### src/rtl/beetle_antenna_gen.sv
//==============================================================================
// Module      : beetle_antenna_gen
// Description : Beetle-antenna search position generator. For a request
//               (dir, pos, sense) produces pos_l = pos + off and
//               pos_r = pos - off per lane, where off = (dir*sense) >>> FRAC.
//               Lanes are processed one per cycle through a single shared
//               multiplier, with one register stage between the multiply
//               and the add/subtract.
//               Optional feature: define BAS_ANTENNA_SAT_EN to saturate
//               out-of-range lane results instead of wrapping them.
// Revision    : 1.0 - initial release
//==============================================================================
`default_nettype none

module beetle_antenna_gen #(
    parameter int DIM     = 2,
    parameter int POS_W   = 16,
    parameter int DIR_W   = 9,
    parameter int SENSE_W = 14,
    parameter int FRAC    = 8
) (
    input  logic                   clk,
    input  logic                   rst_n,
    input  logic                   in_valid,
    output logic                   in_ready,
    input  logic [DIM*DIR_W-1:0]   dir,
    input  logic [DIM*POS_W-1:0]   pos,
    input  logic [SENSE_W-1:0]     sense,
    output logic                   out_valid,
    input  logic                   out_ready,
    output logic [DIM*POS_W-1:0]   pos_l,
    output logic [DIM*POS_W-1:0]   pos_r,
    output logic                   ovf
);

    // ------------------------------------------------------------------
    // Constants
    // ------------------------------------------------------------------
    localparam int c_PROD_W = DIR_W + SENSE_W;
    localparam int c_EXT_W  = POS_W + 1;
    localparam int c_IDX_W  = (DIM > 1) ? $clog2(DIM) : 1;
    // Counter runs 0..DIM: value k multiplies lane k and writes back lane k-1.
    localparam int c_CNT_W  = $clog2(DIM + 1);
    localparam logic [c_CNT_W-1:0] c_LAST_CNT = c_CNT_W'(DIM);

    localparam logic signed [POS_W-1:0] c_POS_MAX = {1'b0, {(POS_W-1){1'b1}}};
    localparam logic signed [POS_W-1:0] c_POS_MIN = {1'b1, {(POS_W-1){1'b0}}};

    localparam logic [1:0] S_IDLE = 2'd0;
    localparam logic [1:0] S_CALC = 2'd1;
    localparam logic [1:0] S_DONE = 2'd2;

    // ------------------------------------------------------------------
    // State and datapath registers
    // ------------------------------------------------------------------
    logic [1:0]                r_state;
    logic [1:0]                w_state_nxt;
    logic [c_CNT_W-1:0]        r_cnt;
    logic [DIM*DIR_W-1:0]      r_dir;
    logic [DIM*POS_W-1:0]      r_pos;
    logic [SENSE_W-1:0]        r_sense_eff;
    logic signed [c_EXT_W-1:0] r_off;
    logic [DIM*POS_W-1:0]      r_pos_l;
    logic [DIM*POS_W-1:0]      r_pos_r;
    logic                      r_ovf;

    // ------------------------------------------------------------------
    // Combinational signals
    // ------------------------------------------------------------------
    logic                      w_accept;
    logic                      w_calc;
    logic                      w_in_ready;
    logic                      w_out_valid;
    logic [c_IDX_W-1:0]        w_mul_idx;
    logic [c_CNT_W-1:0]        w_wb_cnt;
    logic [c_IDX_W-1:0]        w_wb_idx;
    logic                      w_wb_en;
    logic [DIR_W-1:0]          w_dir_arr [DIM];
    logic [POS_W-1:0]          w_pos_arr [DIM];
    logic [DIR_W-1:0]          w_dir_lane;
    logic [c_PROD_W-1:0]       w_dir_x;
    logic [c_PROD_W-1:0]       w_sense_x;
    logic signed [c_PROD_W-1:0] w_prod;
    logic signed [c_PROD_W-1:0] w_shr;
    logic signed [c_EXT_W-1:0] w_off;
    logic [POS_W-1:0]          w_pos_wb;
    logic signed [c_EXT_W-1:0] w_pos_x;
    logic signed [c_EXT_W-1:0] w_sum;
    logic signed [c_EXT_W-1:0] w_dif;
    logic                      w_ovf_l;
    logic                      w_ovf_r;
    logic [POS_W-1:0]          w_l_nar;
    logic [POS_W-1:0]          w_r_nar;

    // Lane views of the captured request vectors
    genvar gi;
    generate
        for (gi = 0; gi < DIM; gi++) begin : g_lane
            assign w_dir_arr[gi] = r_dir[gi*DIR_W +: DIR_W];
            assign w_pos_arr[gi] = r_pos[gi*POS_W +: POS_W];
        end
    endgenerate

    assign w_accept = (r_state == S_IDLE) && in_valid;
    assign w_calc   = (r_state == S_CALC);

    // Multiply-stage lane; the final count only drains the write-back stage
    assign w_mul_idx  = (r_cnt < c_LAST_CNT) ? r_cnt[c_IDX_W-1:0] : '0;
    assign w_dir_lane = w_dir_arr[w_mul_idx];

    // Shared signed multiplier; sense_eff is never negative so it zero-extends
    assign w_dir_x   = {{SENSE_W{w_dir_lane[DIR_W-1]}}, w_dir_lane};
    assign w_sense_x = {{DIR_W{1'b0}}, r_sense_eff};
    assign w_prod    = $signed(w_dir_x) * $signed(w_sense_x);
    assign w_shr     = w_prod >>> FRAC;

    // Bring the shifted product to the POS_W+1 evaluation width
    generate
        if (c_PROD_W >= c_EXT_W) begin : g_off_trunc
            assign w_off = w_shr[c_EXT_W-1:0];
        end else begin : g_off_ext
            assign w_off = {{(c_EXT_W-c_PROD_W){w_shr[c_PROD_W-1]}}, w_shr};
        end
    endgenerate

    // Write-back stage works on the lane multiplied in the previous cycle
    assign w_wb_cnt = r_cnt - 1'b1;
    assign w_wb_idx = w_wb_cnt[c_IDX_W-1:0];
    assign w_wb_en  = w_calc && (r_cnt != '0);
    assign w_pos_wb = w_pos_arr[w_wb_idx];
    assign w_pos_x  = {w_pos_wb[POS_W-1], w_pos_wb};
    assign w_sum    = w_pos_x + r_off;
    assign w_dif    = w_pos_x - r_off;
    assign w_ovf_l  = w_sum[POS_W] ^ w_sum[POS_W-1];
    assign w_ovf_r  = w_dif[POS_W] ^ w_dif[POS_W-1];

    // Narrow each POS_W+1 result back to POS_W (saturate or wrap)
    always_comb begin
        w_l_nar = w_sum[POS_W-1:0];
        w_r_nar = w_dif[POS_W-1:0];
`ifdef BAS_ANTENNA_SAT_EN
        if (w_ovf_l) begin
            w_l_nar = w_sum[POS_W] ? c_POS_MIN : c_POS_MAX;
        end
        if (w_ovf_r) begin
            w_r_nar = w_dif[POS_W] ? c_POS_MIN : c_POS_MAX;
        end
`endif
    end

    // FSM state register
    always_ff @(posedge clk or negedge rst_n) begin
        if (!rst_n) begin
            r_state <= S_IDLE;
        end else begin
            r_state <= w_state_nxt;
        end
    end

    // FSM next-state logic
    always_comb begin
        w_state_nxt = r_state;
        case (r_state)
            S_IDLE:  if (in_valid)               w_state_nxt = S_CALC;
            S_CALC:  if (r_cnt == c_LAST_CNT)    w_state_nxt = S_DONE;
            S_DONE:  if (out_ready)              w_state_nxt = S_IDLE;
            default:                             w_state_nxt = S_IDLE;
        endcase
    end

    // FSM output decode
    always_comb begin
        w_in_ready  = 1'b0;
        w_out_valid = 1'b0;
        case (r_state)
            S_IDLE:  w_in_ready  = 1'b1;
            S_DONE:  w_out_valid = 1'b1;
            default: begin
                w_in_ready  = 1'b0;
                w_out_valid = 1'b0;
            end
        endcase
    end

    // Request capture, lane sequencing, result write-back and sticky overflow
    always_ff @(posedge clk or negedge rst_n) begin
        if (!rst_n) begin
            r_cnt       <= '0;
            r_dir       <= '0;
            r_pos       <= '0;
            r_sense_eff <= '0;
            r_off       <= '0;
            r_pos_l     <= '0;
            r_pos_r     <= '0;
            r_ovf       <= 1'b0;
        end else if (w_accept) begin
            r_dir       <= dir;
            r_pos       <= pos;
            r_sense_eff <= sense[SENSE_W-1] ? '0 : sense;
            r_ovf       <= 1'b0;
            r_cnt       <= '0;
        end else if (w_calc) begin
            r_off <= w_off;
            if (w_wb_en) begin
                for (int i = 0; i < DIM; i++) begin
                    if (w_wb_idx == c_IDX_W'(i)) begin
                        r_pos_l[i*POS_W +: POS_W] <= w_l_nar;
                        r_pos_r[i*POS_W +: POS_W] <= w_r_nar;
                    end
                end
                r_ovf <= r_ovf | w_ovf_l | w_ovf_r;
            end
            r_cnt <= (r_cnt == c_LAST_CNT) ? '0 : r_cnt + 1'b1;
        end
    end

    assign in_ready  = w_in_ready;
    assign out_valid = w_out_valid;
    assign pos_l     = r_pos_l;
    assign pos_r     = r_pos_r;
    assign ovf       = r_ovf;

endmodule

`default_nettype wire
### config.mk
export PLATFORM = sky130hd
export DESIGN_NAME = beetle_antenna_gen
export DESIGN_NICKNAME = d
export VERILOG_FILES = /design/src/rtl/beetle_antenna_gen.sv
export SDC_FILE = /design/constraint.sdc
export NUM_CORES = 1
export LEC_CHECK = 0
export ABC_AREA = 1
export CELL_PAD_IN_SITES_DETAIL_PLACEMENT = 0
export CELL_PAD_IN_SITES_GLOBAL_PLACEMENT = 1
export CORE_ASPECT_RATIO = 1.2
export CORE_UTILIZATION = 43
export DETAILED_ROUTE_END_ITERATION = 6
export PLACE_DENSITY = 0.9
export SLEW_MARGIN = 30
export SYNTH_ARGS = -nofsm -noshare
export SYNTH_HDL_FRONTEND = slang
export SYNTH_SLANG_ARGS = --single-unit
### constraint.sdc
create_clock -name clk -period 6.2 [get_ports clk]
set_input_delay 1.86 -clock clk [delete_from_list [all_inputs] [get_ports clk]]
set_output_delay 1.86 -clock clk [all_outputs]
set_load 0.005 [all_outputs]
==> results.ini, run 1 <==
[global_routing]
first_global_vias=9553
overflow=0
grt_max_degree=82
antenna_found_initial=0
grtUsageTotal_pct=23.6
grt_pass1_wl_mm=48.3

[clock_network]
cts.sinks=145
htreeDepth=4
cts_tree=built
cts_resized=0
cts_buffers=17
cts.path.max_buffers=2
path_clk_slew_ns=0.07
cts_root_buffer=clkbuf_16
cts_hold_buffers=0
postCtsSetupBuffers=0
clkLatencyLatePin_ns=0.43

[routing]
final_antenna_net_count=0
wire_per_inst_um=16.0
met1_length_mm=12.6
drcViolationCount=0
initialDrtViolationCount=438
dr_wl_met2_mm=14.8
dr_wl_met3_mm=1.02
drtPass1Iterations=5
num_vias=9337
vias_per_cell=4.98
maxUsedRoutingLayer=met4
wl_mm=30.0

[setup_path]
cp.arrival_ns=5.96
worstPathBufferInverterCount=5
crit_type=register to register
crit_required_ns=6.47
path_common_cell=fa_1
path_cells=inv_2 > nand2_2 > o21ai_2 > clkinv_1 > nor2_1 > fa_1 > fa_1 > fa_1 > inv_1 > fa_1 > inv_1 > ha_1 > ha_1 > nand2_1 > inv_1 > a21oi_1 > o21ai_0 > a21oi_1 > nand3_1 > nand3_1 > o21ai_0
endpoint_kind=register
crit_path_max_fanout=12
crit_family=adder cells
crit_slowest_cell=fa_1
startpoint_type=register
crit_path_max_incr_delay_ns=0.54

[placement]
gp_congestion=0.981
port_buffers=134
hpwl_mm=23.9
dp_slack_ns=0.510

[logic_synthesis]
synthCells=1420
synth_area_leaders=dfrtp_1 (32%), nand2_1 (15%), fa_1 (14%)
ys_seq_elements=145
yosysTopAreaCell=dfrtp_1
syn_nets=1657
ys_warn_count=0
async_reset_ff_share_pct=100
seq_area_frac_synth_pct=32.3
synth_edf_count=0
ys.flop_type=dfrtp_1
synth_area_per_cell_um2=7.91
ys_types=49
synth_top_area_share_pct=32.3
synth_area_um2=11200

[timing]
fmax_mhz=176
tns_ns=0
period_share_pct=91.7
rsz0062_at_grt=false
fin_crit_ns=5.68
skew_ns=0.00949
setup_viol=0
relSlewSlack_pct=38.0
report.final.hold_viol_count=0
worstMarginPinSlew_ns=0.920
maxSlewViolCount=0
fin_ws_ns=0.517

[floorplan]
num_io_pins=135
fp.dieW_um=149
die_h_um=179
die_area_um2=26800
rows=64
core_um2=25500
start_util_pct=43.9

[final_layout]
layout.nets=1769
diodes=0
area_delta_synth_final_pct=19.3
drive_gt1_share_pct=6.09

[min_path]
hold_path.class=register to register

[run]
maxCapViolations=0

[run_status]
outcome=finished, final reports clean

-- registers in the layout, indices dropped and copies added (netlist names) --
signal / cells
r_pos: 32
pos_l: 31
pos_r: 31
r_dir: 18
r_off: 15
r_sense_eff: 13
r_cnt: 2
r_state: 2
ovf: 1
-- placed cells by master (no fill, tap or decap), types with 5 or more instances in the layout --
master / Yosys / final
a21o_1: 7 / 7
o21ai_2: 7 / 7
inv_2: 11 / 10
nand3_1: 75 / 75
inv_1: 180 / 180
clkdlybuf4s50_1: 0 / 133
buf_4: 5 / 8
o21ai_0: 81 / 81
or2_2: 9 / 9
a21oi_1: 32 / 32
dfrtp_1: 145 / 145
xor2_1: 19 / 19
fa_1: 79 / 79
xnor2_1: 7 / 7
nand2_2: 10 / 10
clkbuf_16: 0 / 17
o21ai_1: 7 / 7
inv_6: 0 / 5
nor2_1: 104 / 104
nor3_1: 8 / 8
ha_1: 90 / 90
nand4_1: 6 / 6
nand2_1: 452 / 452
-- stage by stage --
step	area (um2)	utilization (%)	hold WS, ns	instances
final	13400	52.4	0.475	1874
after global routing	13400	52.4	0.495	1874
after CTS	13400	52.4	0.479	1874
after detailed placement	12800	50.2	0.462	1843
after global placement	12800	50.2	0.460	1843
after floorplan	11200	-	0.441	1420
-- per-layer routing --
layer	global-route usage, %	vias up
met5	0	-
met3	3.66	53
met1	28.1	4440
li1	-	4650
met2	41.1	194
met4	11.9	0
-- synth_stat cells, types with 2 or more instances --
| library cell | count |
|---|---|
| nor3_1 | 8 |
| o21ai_1 | 7 |
| nand3_1 | 75 |
| o21bai_1 | 3 |
| nor2_1 | 104 |
| buf_1 | 3 |
| inv_1 | 180 |
| a211oi_1 | 2 |
| dfrtp_1 | 145 |
| nor2_2 | 2 |
| and2_1 | 2 |
| clkbuf_1 | 25 |
| nand2_2 | 10 |
| a21oi_1 | 32 |
| or2_1 | 2 |
| or2_2 | 9 |
| o21ai_0 | 81 |
| nor3_2 | 2 |
| xnor2_1 | 7 |
| xor2_1 | 19 |
| fa_1 | 79 |
| a21o_1 | 7 |
| buf_4 | 5 |
| nand4_1 | 6 |
| o31ai_1 | 3 |
| inv_2 | 11 |
| buf_2 | 15 |
| nand3_2 | 3 |
| a21boi_1 | 2 |
| clkinv_1 | 2 |
| nand2_1 | 452 |
| nor2_4 | 3 |
| o21ai_2 | 7 |
| a21oi_2 | 3 |
| ha_1 | 90 |
-- layout make-up --
type                       count  area, um2
fill                        2465      12100
inverter                     193        727
clock inverter                14        149
timing repair buffer         142       1400
clock buffer                  17        425
sequential                   145       3630
tap                          330        413
multi-input combinational   1033       6650
-- path summary, 6_finish.rpt --
path / from / to / slack (ns) / cells after the start
max: r_cnt[1] / r_off[12] / 0.52 / 21
max in group asynchronous: rst_n / r_pos[27] / 3.77 / 2
min in group asynchronous: rst_n / pos_l[17] / 1.43 / 1
max reg2reg: r_cnt[1] / r_off[12] / 0.52 / 21
min reg2reg: pos_l[18] / pos_l[18] / 0.47 / 2
min: pos_l[18] / pos_l[18] / 0.47 / 2
-- cells by family (layout without fill, tap and decap cells) --
| family | Yosys count | count (layout) | share of synthesized area [%] |
|---|---|---|---|
| buffers and inverters | 242 | 366 | 8.44 |
| and+or+nand+nor | 681 | 681 | 24.9 |
| adders and majority gates | 169 | 169 | 24.1 |
| AOI/OAI and AO/OA | 157 | 157 | 8.15 |
| xor gates and xnor gates | 26 | 26 | 2.03 |
| DFF | 145 | 145 | 32.3 |
-- worst register-to-register path: stages (launching register included) --
cell and delay (ns):
dfrtp_1 0.39, inv_2 0.09, nand2_2 0.17, o21ai_2 0.38, clkinv_1 0.42, nor2_1 0.27
fa_1 0.45, fa_1 0.51, fa_1 0.54, inv_1 0.05, fa_1 0.53, inv_1 0.04
ha_1 0.28, ha_1 0.36, nand2_1 0.16, inv_1 0.06, a21oi_1 0.25, o21ai_0 0.14
a21oi_1 0.18, nand3_1 0.10, nand3_1 0.08, o21ai_0 0.08
Power of run 1 is not shown: default switching activity piles up to over one toggle a cycle in this logic, so the estimate is an artifact.
==> run 2: changes to the inputs <==
--- a/config.mk
+++ b/config.mk
@@ -10,8 +10,10 @@
 export CELL_PAD_IN_SITES_GLOBAL_PLACEMENT = 1
 export CORE_ASPECT_RATIO = 1.2
 export CORE_UTILIZATION = 43
+export CTS_CLUSTER_DIAMETER = 80
 export DETAILED_ROUTE_END_ITERATION = 6
-export PLACE_DENSITY = 0.9
+export PLACE_DENSITY_LB_ADDON = 0.1
+export REMOVE_ABC_BUFFERS = 1
 export SLEW_MARGIN = 30
 export SYNTH_ARGS = -nofsm -noshare
 export SYNTH_HDL_FRONTEND = slang
==> results.ini, run 2 (same netlist as run 1, synthesis figures left out) <==
[clock_network]
path_clk_slew_ns=0.06  ; about the same
cts_hold_buffers=0  ; unchanged
htreeDepth=4  ; unchanged
postCtsSetupBuffers=0  ; unchanged
cts_root_buffer=clkbuf_16
cts_resized=0  ; unchanged
cts_tree=built
cts_buffers=17  ; unchanged
cts.path.max_buffers=2  ; unchanged
cts.sinks=145  ; unchanged
clkLatencyLatePin_ns=0.43  ; about the same

[final_layout]
layout.nets=1771  ; +0.11%
diodes=0  ; unchanged
largest_reg_flops=32  ; unchanged
final_common_cell=nand2_1
fillerInstances=2546  ; +3.3%
final_cells=1875  ; +0.053%
drive_gt1_share_pct=6.02  ; -0.069 points
regMostFlops=r_pos
fin_area_um2=13400  ; about the same
mostFrequentLayoutCells=nand2_1 (452), inv_1 (180), dfrtp_1 (145)
area_delta_synth_final_pct=19.3  ; about the same

[timing]
period_share_pct=90.7  ; -1.0 points
skew_ns=0.0127  ; +0.00324 ns
setup_viol=0  ; unchanged
fin_ws_ns=0.579  ; +0.0625 ns
rsz0062_at_grt=false
fin_crit_ns=5.62  ; -0.0625 ns
maxSlewViolCount=0  ; unchanged
fmax_mhz=178  ; +1.1%
worstMarginPinSlew_ns=0.888  ; -0.0323 ns
relSlewSlack_pct=40.7  ; +2.7 points
report.final.hold_viol_count=0  ; unchanged
tns_ns=0  ; unchanged

[routing]
drcViolationCount=0  ; unchanged
initialDrtViolationCount=329  ; -25%
vias_per_cell=4.92  ; -1.2%
wl_mm=29.2  ; -2.7%
drtPass1Iterations=4  ; -1
wire_per_inst_um=15.6  ; -2.7%
final_antenna_net_count=0  ; unchanged
num_vias=9228  ; -1.2%

[setup_path]
startpoint_type=register
crit_required_ns=6.47  ; about the same
endpoint_kind=register
r2r-end=r_off[7]
crit_type=register to register
endpoint=r_off[7]
cp.arrival_ns=5.89  ; -0.07 ns
r2r-start=r_cnt[0]
crit_path_max_fanout=12  ; unchanged
r2r_cells=22  ; +4.8%
ff2ff_setup_slack_ns=0.58  ; +0.06 ns
startpoint=r_cnt[0]

[placement]
placed_area_um2=12800  ; about the same
dp_slack_ns=0.571  ; +0.0616 ns
dpl.cell_count=1845  ; +0.11%
hpwl_mm=23.6  ; -1.1%
gp_congestion=0.945  ; -3.8%
port_buffers=134  ; unchanged

[floorplan]
rows=64  ; unchanged
die_area_um2=26800  ; unchanged
start_util_pct=43.9  ; unchanged
num_io_pins=135  ; unchanged
die_h_um=179  ; unchanged
fp.dieW_um=149  ; unchanged
core_um2=25500  ; unchanged

[min_path]
hold_path.class=register to register

[global_routing]
grtUsageTotal_pct=23.5  ; -0.13 points
grt_max_degree=64  ; -22%
first_global_vias=9470  ; -0.87%
antenna_found_initial=0  ; unchanged
overflow=0  ; unchanged
grt_pass1_wl_mm=47.9  ; -0.84%

[run_status]
outcome=finished, final reports clean

[run]
maxCapViolations=0  ; unchanged

run 2: cell types whose count changed in the layout (fill, tap and decap cells not counted), sizes merged:
cell,delta
buf,+2
bufinv,+1
clkinv,+4
clkinvlp,-2
inv,-7
clkbuf,+3
run 2: final cells by class:
type | instances | area, um2 | area share [%]
well taps | 330 | 413 | 3.08
clock inverters | 10 | 114 | 0.850
clock buffers | 20 | 447 | 3.33
repair buffers | 144 | 1420 | 10.6
multi-input cells | 1033 | 6650 | 49.6
flip-flops and latches | 145 | 3630 | 27.1
inverters | 193 | 724 | 5.41
run 2: critical path: stages, from the launching register on:
cell and delay, ns:
dfrtp_1 0.42, nand2_2 0.25, inv_2 0.10, or2_2 0.29
o21ai_2 0.20, inv_1 0.20, nand2_1 0.13, fa_1 0.44
fa_1 0.49, inv_1 0.06, fa_1 0.45, fa_1 0.49
inv_1 0.05, fa_1 0.49, inv_1 0.04, ha_1 0.32
a21oi_1 0.22, o21ai_0 0.15, a21oi_1 0.15, nand2_1 0.09
or2_2 0.27, nand3_1 0.06, o21ai_0 0.08
run 2: worst min path at each step:
stage	endpoint	cells past startpoint	startpoint	slack, ns
after floorplan	r_dir[2]	2	r_dir[2]	0.44
after global placement	pos_r[2]	2	pos_r[2]	0.46
after detailed placement	r_pos[1]	2	r_pos[1]	0.46
after CTS	pos_r[18]	2	pos_r[18]	0.47
after global routing	pos_l[2]	2	pos_l[2]	0.49
final	pos_r[18]	2	pos_r[18]	0.47
run 2: through the flow:
step / hold WS, ns / util [%]
floorplan: 0.441 / -
global placement: 0.457 / 50.2
detailed placement: 0.459 / 50.2
CTS: 0.475 / 52.4
global route: 0.492 / 52.4
finish: 0.469 / 52.4
run 2: per-layer routing:
metal	vias up	global-route usage [%]	part of all wire, %
met2	156	43.3	52
met4	0	8.80	3.0
met5	-	0	0
met3	46	3.23	2.3
li1	4635	-	-
met1	4391	27.3	42
Power of run 2 is left out for the same reason.
==> run 3: changes to the inputs <==
--- a/config.mk
+++ b/config.mk
@@ -9,7 +9,8 @@
 export CELL_PAD_IN_SITES_DETAIL_PLACEMENT = 0
 export CELL_PAD_IN_SITES_GLOBAL_PLACEMENT = 1
 export CORE_ASPECT_RATIO = 1.2
-export CORE_UTILIZATION = 43
+export CORE_UTILIZATION = 44
+export CTS_BUF_LIST = sky130_fd_sc_hd__clkbuf_8
 export CTS_CLUSTER_DIAMETER = 80
 export DETAILED_ROUTE_END_ITERATION = 6
 export PLACE_DENSITY_LB_ADDON = 0.1
==> results.ini, run 3 (same netlist as run 1, synthesis figures left out) <==
[run_status]
outcome=finished, final reports clean

[routing]
vias_per_cell=4.91  ; -0.18%
final_antenna_net_count=0  ; unchanged
num_vias=9192  ; -0.39%
drcViolationCount=0  ; unchanged
initialDrtViolationCount=356  ; +8.2%
wl_mm=29.1  ; -0.11%
wire_per_inst_um=15.6  ; +0.11%
drtPass1Iterations=7  ; +3

[global_routing]
gr-max-usage-layer=met2
grt_util_met2_pct=43.8  ; +0.52 points
grtUsageTotal_pct=23.8  ; +0.32 points
met3_usage_pct=3.17  ; -0.061 points
grt_max_degree=94  ; +47%
use_met1_pct=27.5  ; +0.16 points
antenna_found_initial=0  ; unchanged
first_global_vias=9518  ; +0.51%
grt_pass1_wl_mm=47.9  ; about the same
overflow=0  ; unchanged

[clock_network]
cts_hold_buffers=0  ; unchanged
cts_resized=0  ; unchanged
cts.path.max_buffers=2  ; unchanged
cts_tree=built
cts.sinks=145  ; unchanged
cts_root_buffer=clkbuf_8
clkLatencyLatePin_ns=0.47  ; +0.04 ns
path_clk_slew_ns=0.08  ; +0.02 ns
postCtsSetupBuffers=0  ; unchanged
htreeDepth=4  ; unchanged
cts_buffers=17  ; unchanged

[timing]
skew_ns=0.0236  ; +0.0109 ns
setup_viol=0  ; unchanged
relSlewSlack_pct=42.2  ; +1.4 points
period_share_pct=91.6  ; +0.90 points
tns_ns=0  ; unchanged
fmax_mhz=176  ; -0.99%
rsz0062_at_grt=false
maxSlewViolCount=0  ; unchanged
worstMarginPinSlew_ns=0.867  ; -0.0215 ns
report.final.hold_viol_count=0  ; unchanged
fin_crit_ns=5.68  ; +0.0561 ns

[setup_path]
path_cells=nand2_2 > inv_2 > or2_2 > o21ai_1 > inv_2 > nand2_1 > fa_1 > inv_1 > fa_1 > fa_1 > fa_1 > inv_1 > fa_1 > inv_1 > ha_1 > a21oi_1 > o21ai_0 > a21oi_1 > nand2_1 > or2_2 > nand3_1 > o21ai_0
endpoint_kind=register
crit_path_max_fanout=12  ; unchanged
crit_type=register to register
startpoint_type=register
crit_path_max_incr_delay_ns=0.50  ; about the same
crit_slowest_cell=fa_1
ff2ff_setup_slack_ns=0.52  ; -0.06 ns
crit_required_ns=6.50  ; +0.03 ns
cp.arrival_ns=5.98  ; +0.09 ns
path_common_cell=fa_1

[final_layout]
regMostFlops=r_pos
mostFrequentLayoutCells=nand2_1 (452), inv_1 (182), dfrtp_1 (145)
area_delta_synth_final_pct=17.9
layout.nets=1770  ; -0.056%
drive_gt1_share_pct=6.08  ; +0.061 points
largest_reg_flops=32  ; unchanged
fillerInstances=2474  ; -2.8%
diodes=0  ; unchanged
final_common_cell=nand2_1

[placement]
port_buffers=134  ; unchanged
gp_congestion=0.979  ; +3.6%
hpwl_mm=23.6  ; -0.24%

[floorplan]
die_h_um=177  ; -1.1%
core_um2=24900  ; -2.5%
die_area_um2=26200  ; -2.2%
rows=63  ; -1.6%
fp.dieW_um=148  ; -1.1%
num_io_pins=135  ; unchanged
start_util_pct=45.1  ; +1.1 points

[run]
maxCapViolations=0  ; unchanged

[min_path]
hold_path.class=register to register

[run 3: changes by cell type in the layout (fill, tap and decap cells not counted)]
cell	delta
clkbuf_8	+18
clkinv_4	-2
inv_6	+3
clkbuf_1	-2
buf_4	-2
clkinvlp_4	+2
buf_16	+1
clkbuf_16	-17
inv_1	+2
clkinv_2	-2
[run 3: final timing paths]
check                          start   endpoint  cells past startpoint
max in group asynchronous      rst_n  pos_r[12]                      2
max reg2reg                 r_cnt[0]   r_off[7]                     22
max                         r_cnt[0]   r_off[7]                     22
min in group asynchronous      rst_n   pos_r[3]                      1
min reg2reg                pos_l[18]  pos_l[18]                      2
min                        pos_l[18]  pos_l[18]                      2
[run 3: layer usage]
layer,up-vias,part of all wire [%]
met1,4328,42
met3,55,2.4
met2,169,52
met4,0,3.4
li1,4640,-
met5,-,0
[run 3: critical path, delay by kind of cell (launching register included)]
family	cells	cell delay [ns]
AO/OA/AOI/OAI	5	0.89
flip-flops	1	0.42
AND/OR/NAND/NOR	6	1.09
buffers and inverters	5	0.46
adder cells (fa/ha/maj)	6	2.66
[run 3: layout make-up]
cell class                      count  area (um2)  area share [%]
Clock buffer                       19         262            1.98
Clock inverter                     13         135            1.02
Inverter                          193         724            5.47
Multi-Input combinational cell   1033        6650            50.2
Sequential cell                   145        3630            27.4
Tap cell                          325         407            3.07
Timing Repair Buffer              143        1430            10.8
[run 3: metrics by stage]
| stage | std cells | utilization [%] | hold slack, ns | instance area, um2 | setup WS (ns) |
|---|---|---|---|---|---|
| 4_1_cts | 1870 | 53.0 | 0.483 | 13200 | 0.513 |
| 3_5_place_dp | 1838 | 51.4 | 0.462 | 12800 | 0.527 |
| 6_report | 1871 | 53.1 | 0.476 | 13200 | 0.523 |
| 3_3_place_gp | 1838 | 51.4 | 0.454 | 12800 | 0.654 |
| 2_1_floorplan | 1371 | - | 0.441 | 11000 | 0.398 |
| 5_1_grt | 1871 | 53.1 | 0.500 | 13200 | 0.0823 |
Power of run 3 is left out for the same reason.
